===== src/rtl/sp_ram_pkg.sv =====
// sp_ram_pkg: shared types and helpers for the burst-controlled single-port RAM.
//   state_t      control FSM states
//   DEF_*        default geometry (ADDR_W=5, DATA_W=8, LEN_W=3)
//   BE_W, DEPTH  byte-lane count and word count of the default geometry
//   merge_lanes  replaces the enabled byte lanes of a word with new data
package sp_ram_pkg;

    localparam int DEF_ADDR_W = 5;
    localparam int DEF_DATA_W = 8;
    localparam int DEF_LEN_W  = 3;
    localparam int BE_W       = DEF_DATA_W / 8;
    localparam int DEPTH      = 1 << DEF_ADDR_W;

    // Widest word the lane merge handles; narrower words are cast in and out.
    localparam int MAX_DATA_W = 64;
    localparam int MAX_BE_W   = MAX_DATA_W / 8;

    typedef enum logic [1:0] {
        ST_IDLE  = 2'd0,
        ST_WRITE = 2'd1,
        ST_READ  = 2'd2
    } state_t;

    function automatic logic [MAX_DATA_W-1:0] merge_lanes(
        input logic [MAX_DATA_W-1:0] old_word,
        input logic [MAX_DATA_W-1:0] new_word,
        input logic [MAX_BE_W-1:0]   be
    );
        logic [MAX_DATA_W-1:0] r_word;
        r_word = old_word;
        for (int i = 0; i < MAX_BE_W; i++) begin
            if (be[i]) r_word[8*i +: 8] = new_word[8*i +: 8];
        end
        return r_word;
    endfunction

endpackage


===== src/rtl/sp_ram_core.sv =====
// sp_ram_core: DEPTH x DATA_W storage with per-byte write enables and a
// registered read port.
//   i_clk   clock
//   i_rst   synchronous active-high reset (clears the read register only)
//   i_en    access enable
//   i_we    per-byte write enables; all-zero with i_en set is a read
//   i_addr  word address
//   i_din   write data
//   o_dout  read data, updated one cycle after a read, held otherwise
module sp_ram_core
    import sp_ram_pkg::*;
#(
    parameter int ADDR_W = DEF_ADDR_W,
    parameter int DATA_W = DEF_DATA_W
) (
    input  logic                  i_clk,
    input  logic                  i_rst,
    input  logic                  i_en,
    input  logic [DATA_W/8-1:0]   i_we,
    input  logic [ADDR_W-1:0]     i_addr,
    input  logic [DATA_W-1:0]     i_din,
    output logic [DATA_W-1:0]     o_dout
);

    logic [DATA_W-1:0] r_mem [1 << ADDR_W];
    logic [DATA_W-1:0] r_dout;

    // Storage is deliberately outside reset: contents survive a controller reset.
    always_ff @(posedge i_clk) begin
        if (i_en && (|i_we)) begin
            r_mem[i_addr] <= DATA_W'(merge_lanes(MAX_DATA_W'(r_mem[i_addr]),
                                                 MAX_DATA_W'(i_din),
                                                 MAX_BE_W'(i_we)));
        end
    end

    always_ff @(posedge i_clk) begin
        if (i_rst) begin
            r_dout <= '0;
        end else if (i_en && !(|i_we)) begin
            r_dout <= r_mem[i_addr];
        end
    end

    assign o_dout = r_dout;

endmodule


===== src/rtl/sp_ram_burst_ctrl.sv =====
// sp_ram_burst_ctrl: single-port RAM with a burst command interface.
// One read or write burst of cmd_len+1 beats runs at a time; addresses wrap.
//   i_clk, i_rst                 clock, synchronous active-high reset
//   i_cmd_valid/o_cmd_ready      command handshake (i_cmd_wr, i_cmd_addr, i_cmd_len)
//   i_wr_valid/o_wr_ready        write beat handshake (i_wr_data, i_wr_be)
//   o_rd_valid/i_rd_ready        read beat handshake (o_rd_data, o_rd_last)
//   o_busy                       burst in progress or read data pending
//
// state    | meaning
// ST_IDLE  | waiting for a command; blocked while a read beat is still pending
// ST_WRITE | accepting write beats until the beat with cnt==0
// ST_READ  | issuing reads into the output register, one per free slot
module sp_ram_burst_ctrl
    import sp_ram_pkg::*;
#(
    parameter int ADDR_W = DEF_ADDR_W,
    parameter int DATA_W = DEF_DATA_W,
    parameter int LEN_W  = DEF_LEN_W
) (
    input  logic                  i_clk,
    input  logic                  i_rst,
    input  logic                  i_cmd_valid,
    output logic                  o_cmd_ready,
    input  logic                  i_cmd_wr,
    input  logic [ADDR_W-1:0]     i_cmd_addr,
    input  logic [LEN_W-1:0]      i_cmd_len,
    input  logic                  i_wr_valid,
    output logic                  o_wr_ready,
    input  logic [DATA_W-1:0]     i_wr_data,
    input  logic [DATA_W/8-1:0]   i_wr_be,
    output logic                  o_rd_valid,
    input  logic                  i_rd_ready,
    output logic [DATA_W-1:0]     o_rd_data,
    output logic                  o_rd_last,
    output logic                  o_busy
);

    state_t              r_state;
    state_t              w_state_nxt;
    logic [ADDR_W-1:0]   r_addr;
    logic [LEN_W-1:0]    r_cnt;
    logic                r_rd_valid;
    logic                r_rd_last;

    logic                w_cmd_ready;
    logic                w_wr_ready;
    logic                w_rd_issue;
    logic                w_cmd_fire;
    logic                w_wr_fire;
    logic                w_cnt_zero;
    logic                w_core_en;
    logic [DATA_W/8-1:0] w_core_we;

    assign w_cnt_zero = (r_cnt == '0);

    always_comb begin
        w_state_nxt = r_state;
        w_cmd_ready = 1'b0;
        w_wr_ready  = 1'b0;
        w_rd_issue  = 1'b0;
        case (r_state)
            ST_IDLE: begin
                // A leftover read beat blocks new commands so bursts never interleave.
                w_cmd_ready = !r_rd_valid;
                if (w_cmd_ready && i_cmd_valid) begin
                    w_state_nxt = i_cmd_wr ? ST_WRITE : ST_READ;
                end
            end
            ST_WRITE: begin
                w_wr_ready = 1'b1;
                if (i_wr_valid && w_cnt_zero) w_state_nxt = ST_IDLE;
            end
            ST_READ: begin
                // Issue whenever the output register is empty or being drained.
                w_rd_issue = !r_rd_valid || i_rd_ready;
                if (w_rd_issue && w_cnt_zero) w_state_nxt = ST_IDLE;
            end
            default: w_state_nxt = ST_IDLE;
        endcase
    end

    assign w_cmd_fire = w_cmd_ready && i_cmd_valid;
    assign w_wr_fire  = w_wr_ready && i_wr_valid;

    always_ff @(posedge i_clk) begin
        if (i_rst) r_state <= ST_IDLE;
        else       r_state <= w_state_nxt;
    end

    always_ff @(posedge i_clk) begin
        if (i_rst) begin
            r_addr     <= '0;
            r_cnt      <= '0;
            r_rd_valid <= 1'b0;
            r_rd_last  <= 1'b0;
        end else begin
            if (w_cmd_fire) begin
                r_addr <= i_cmd_addr;
                r_cnt  <= i_cmd_len;
            end else if (w_wr_fire || w_rd_issue) begin
                r_addr <= r_addr + 1'b1;
                r_cnt  <= r_cnt - 1'b1;
            end
            if (w_rd_issue) begin
                r_rd_valid <= 1'b1;
                r_rd_last  <= w_cnt_zero;
            end else if (i_rd_ready) begin
                r_rd_valid <= 1'b0;
                r_rd_last  <= 1'b0;
            end
        end
    end

    // Reset blocks the access in the same cycle so an abandoned burst stops cleanly.
    assign w_core_en = (w_wr_fire || w_rd_issue) && !i_rst;
    assign w_core_we = w_wr_fire ? i_wr_be : '0;

    sp_ram_core #(
        .ADDR_W (ADDR_W),
        .DATA_W (DATA_W)
    ) u_core (
        .i_clk  (i_clk),
        .i_rst  (i_rst),
        .i_en   (w_core_en),
        .i_we   (w_core_we),
        .i_addr (r_addr),
        .i_din  (i_wr_data),
        .o_dout (o_rd_data)
    );

    assign o_cmd_ready = w_cmd_ready;
    assign o_wr_ready  = w_wr_ready;
    assign o_rd_valid  = r_rd_valid;
    assign o_rd_last   = r_rd_last;
    assign o_busy      = (r_state != ST_IDLE) || r_rd_valid;

endmodule


===== config.mk =====
export PLATFORM = sky130hd
export DESIGN_NAME = sp_ram_burst_ctrl
export DESIGN_NICKNAME = d
export VERILOG_FILES = /design/src/rtl/sp_ram_pkg.sv /design/src/rtl/sp_ram_core.sv /design/src/rtl/sp_ram_burst_ctrl.sv
export SDC_FILE = /design/constraint.sdc
export NUM_CORES = 1
export LEC_CHECK = 0
export BUFFER_PORTS_ARGS = -buffer_cell sky130_fd_sc_hd__buf_2
export CAP_MARGIN = 20
export CORE_ASPECT_RATIO = 2
export CORE_MARGIN = 8
export CORE_UTILIZATION = 29
export DETAILED_ROUTE_END_ITERATION = 8
export GPL_TIMING_DRIVEN = 1
export REMOVE_ABC_BUFFERS = 1
export SLEW_MARGIN = 20
export SYNTH_ARGS = -nofsm -noshare
export SYNTH_HDL_FRONTEND = slang
export SYNTH_SLANG_ARGS = --single-unit

===== constraint.sdc =====
create_clock -name i_clk -period 5.9 [get_ports i_clk]
set_clock_uncertainty 0.15 [all_clocks]
set_input_delay 0.59 -clock i_clk [delete_from_list [all_inputs] [get_ports i_clk]]
set_output_delay 0.59 -clock i_clk [all_outputs]
set_load 0.1 [all_outputs]

==> flow_summary.toml <==
[global_routing]
antenna_found_initial = 0
grt_pass1_vias = 6254
gr-total-overflow = 0
grt_usage = 0.1174
grt_max_degree = 49
grt_pass1_wl_um = 39760

[detailed_routing]
drt_iter0_drc = 461
wl_um = 27080
drc = 0
postRouteAntennaNets = 0
avgViaCountPerCell = 4.782
vias = 6045
first_pass_iters = 5
avgRoutedWirePerCell_um = 21.42

[sta]
final-hold-violation-count = 0
setup_viol = 0
rsz0062_at_grt = "no"
maxSlewHeadroom = 0.2622
hold-worst-slack_ns = 0.2015
worst_pin_slew_ns = 1.103
fin_crit_ns = 3.434
fmax_ghz = 0.2912
setup_tns_ns = 0
slew_violations = 0
min_period_over_period = 0.5820

[yosys]
synth_top_cell_by_area = "edfxtp_1"
synth_area_sq_um = 11280
synth_edf_count = 256
synth_most_common_cell = "edfxtp_1"
ys.flop_type = "edfxtp_1"
ys_ff_latch = 281
synth.distinct_cells = 39
ys_seq_area_frac = 0.7256
synth_area_leaders = "edfxtp_1 (68%), mux2i_1 (11%), dfxtp_1 (4.4%), a22oi_1 (4.3%), a21oi_1 (1.7%)"
yosysWarnings = 0
synthTopCellsByCount = "edfxtp_1 (256), mux2i_1 (128), a22oi_1 (64)"
syn_inst = 697
syn_area_per_cell_sq_um = 16.19
async_reset_ff_frac = 0
synth_top_area_share = 0.6812

[clock_tree]
ctsHoldBuffers = 0
clk_pin_slew_ns = 0.07
post_cts_buffers = 0
cts_resized = 0
cts_max_level = 1
clk_path_buf_depth = 3
cts_sinks = 281
insertion_delay_ns = 0.52
cts-root-buf = "clkbuf_16"
cts_buffers = 24
cts_tree = "done"

[setup_path]
worstPathCellList = "buf_4, mux2i_1, a22oi_1, a21oi_1, nor4_1, mux2_2"
endpoint_kind = "flip-flop"
cp_max_fo = 48
arrival_ns = 3.53
cpLargestDelayFamily = "flip-flops"
worst-path-buf-inv = 1
cp-start-kind = "flip-flop"
cp_slowest_cell = "dfxtp_4"
crit_type = "reg2reg"
crit_path_max_incr_delay_ns = 0.90
cp.required_ns = 6.00

[floorplan]
initial_core_util = 0.2928
rows = 102
die_y_um = 295.0
core_area_sq_um = 38540
die_area_sq_um = 45860
die_x_um = 155.5
io_pins = 36

[layout]
diodes = 0
syn2layout_area_growth_pct = 12.96
finish.utilization = 0.3307
drive_above_1_share = 0.1478
final_cells = 1264
layout.nets = 756

[placed_design]
hpwl_um = 17000
gp_congestion = 0.7384
io_buffers = 35
dpl.cell_count = 1220

[status]
outcome = "finished clean"

[power_and_ir_drop]
total_power_uw = 4528
peakVddDrop_mv = 0.2697
p_per_area_nw_per_um2 = 355.2
leakagePower_uw = 0.003970

[job]
drv_cap = 0

[hold_path]
hold_class = "in2reg"
[where the power goes]
| part | leakage, uW | switching, uW | internal [uW] |
|---|---|---|---|
| Sequential | 0.00249 | 43.5 | 2350 |
| Clock | 0.000353 | 731 | 786 |
| Combinational | 0.00113 | 445 | 172 |
[kinds of logic (layout without fill, tap and decap cells)]
family | after synthesis | count (layout) | share of synthesized area
DFF | 281 | 281 | 0.7256
muxes | 144 | 144 | 0.1295
buffers and inverters | 46 | 93 | 0.02284
xor gates and xnor gates | 6 | 6 | 0.004658
adders and majority gates | 6 | 6 | 0.006652
AOI/OAI and AO/OA | 112 | 112 | 0.06597
and+or+nand+nor | 102 | 102 | 0.04480
[layer usage]
layer / GRT usage / wire, um
met2: 0.2259 / 14850
met1: 0.1255 / 10140
met5: 0 / 0
met4: 0.05495 / 1027
met3: 0.01127 / 1059
[cell usage in the layout, fill, tap and decap left out, types with 2 or more instances in the layout]
master,instances
clkinv_4,2
clkinv_1,5
nand2_1,14
inv_6,2
nor2_1,33
nor2b_1,10
edfxtp_1,256
nand3b_1,4
xor2_1,3
dfxtp_1,24
nor4_1,8
buf_4,7
mux2_1,8
nor3_1,2
nor2b_2,2
buf_2,35
inv_1,7
or3b_2,2
clkinvlp_4,5
xnor2_1,3
ha_1,6
mux2_2,8
mux2i_1,128
nand4_1,2
nor2_2,10
a211oi_1,5
nand3_1,4
nand2b_1,3
a21oi_1,38
a22oi_1,64
clkbuf_16,25
clkinv_2,3
[state kept, by name, summed over array words and instances, names as in the netlist, named ones only]
register	cells
u_core.r_mem	256
u_core.o_dout	8
r_addr	5
r_cnt	3
r_state	2
o_rd_last	1
o_rd_valid	1
[worst reg2reg max path, delay by kind of cell, from the launching register on]
kind	cells	cell delay, ns
buffers and inverters	1	0.57
muxes	2	0.76
and+or+nand+nor	1	0.41
AOI/OAI and AO/OA	2	0.36
DFF	1	0.90
[per-stage QoR]
| stage | cell area [sq um] | worst slack (ns) |
|---|---|---|
| 2_1_floorplan | 11050 | -0.1184 |
| 3_3_place_gp | 11970 | 2.461 |
| 3_5_place_dp | 11990 | 2.400 |
| 4_1_cts | 12740 | 2.375 |
| 5_1_grt | 12750 | 2.160 |
| 6_report | 12750 | 2.466 |
[area by class of cell]
class / instances / area [sq um]
multi-input cells: 370 / 2883
flip-flops and latches: 281 / 8192
fillers: 3748 / 25790
inverters: 7 / 26.28
clock inverters: 18 / 122.6
repair buffers: 43 / 247.7
well taps: 520 / 650.6
clock buffers: 25 / 625.6
[final timing paths]
kind                startpoint             endpoint  slack [ns]  cells after the start
setup / recovery     flip-flop  u_core.r_mem[10][5]        2.47                      6
hold / removal    i_cmd_len[1]             r_cnt[1]        0.20                      3
setup reg to reg     flip-flop  u_core.r_mem[10][5]        2.47                      6
hold reg to reg     r_state[1]           o_rd_valid        0.44                      2
(Power assumes the default switching activity.)
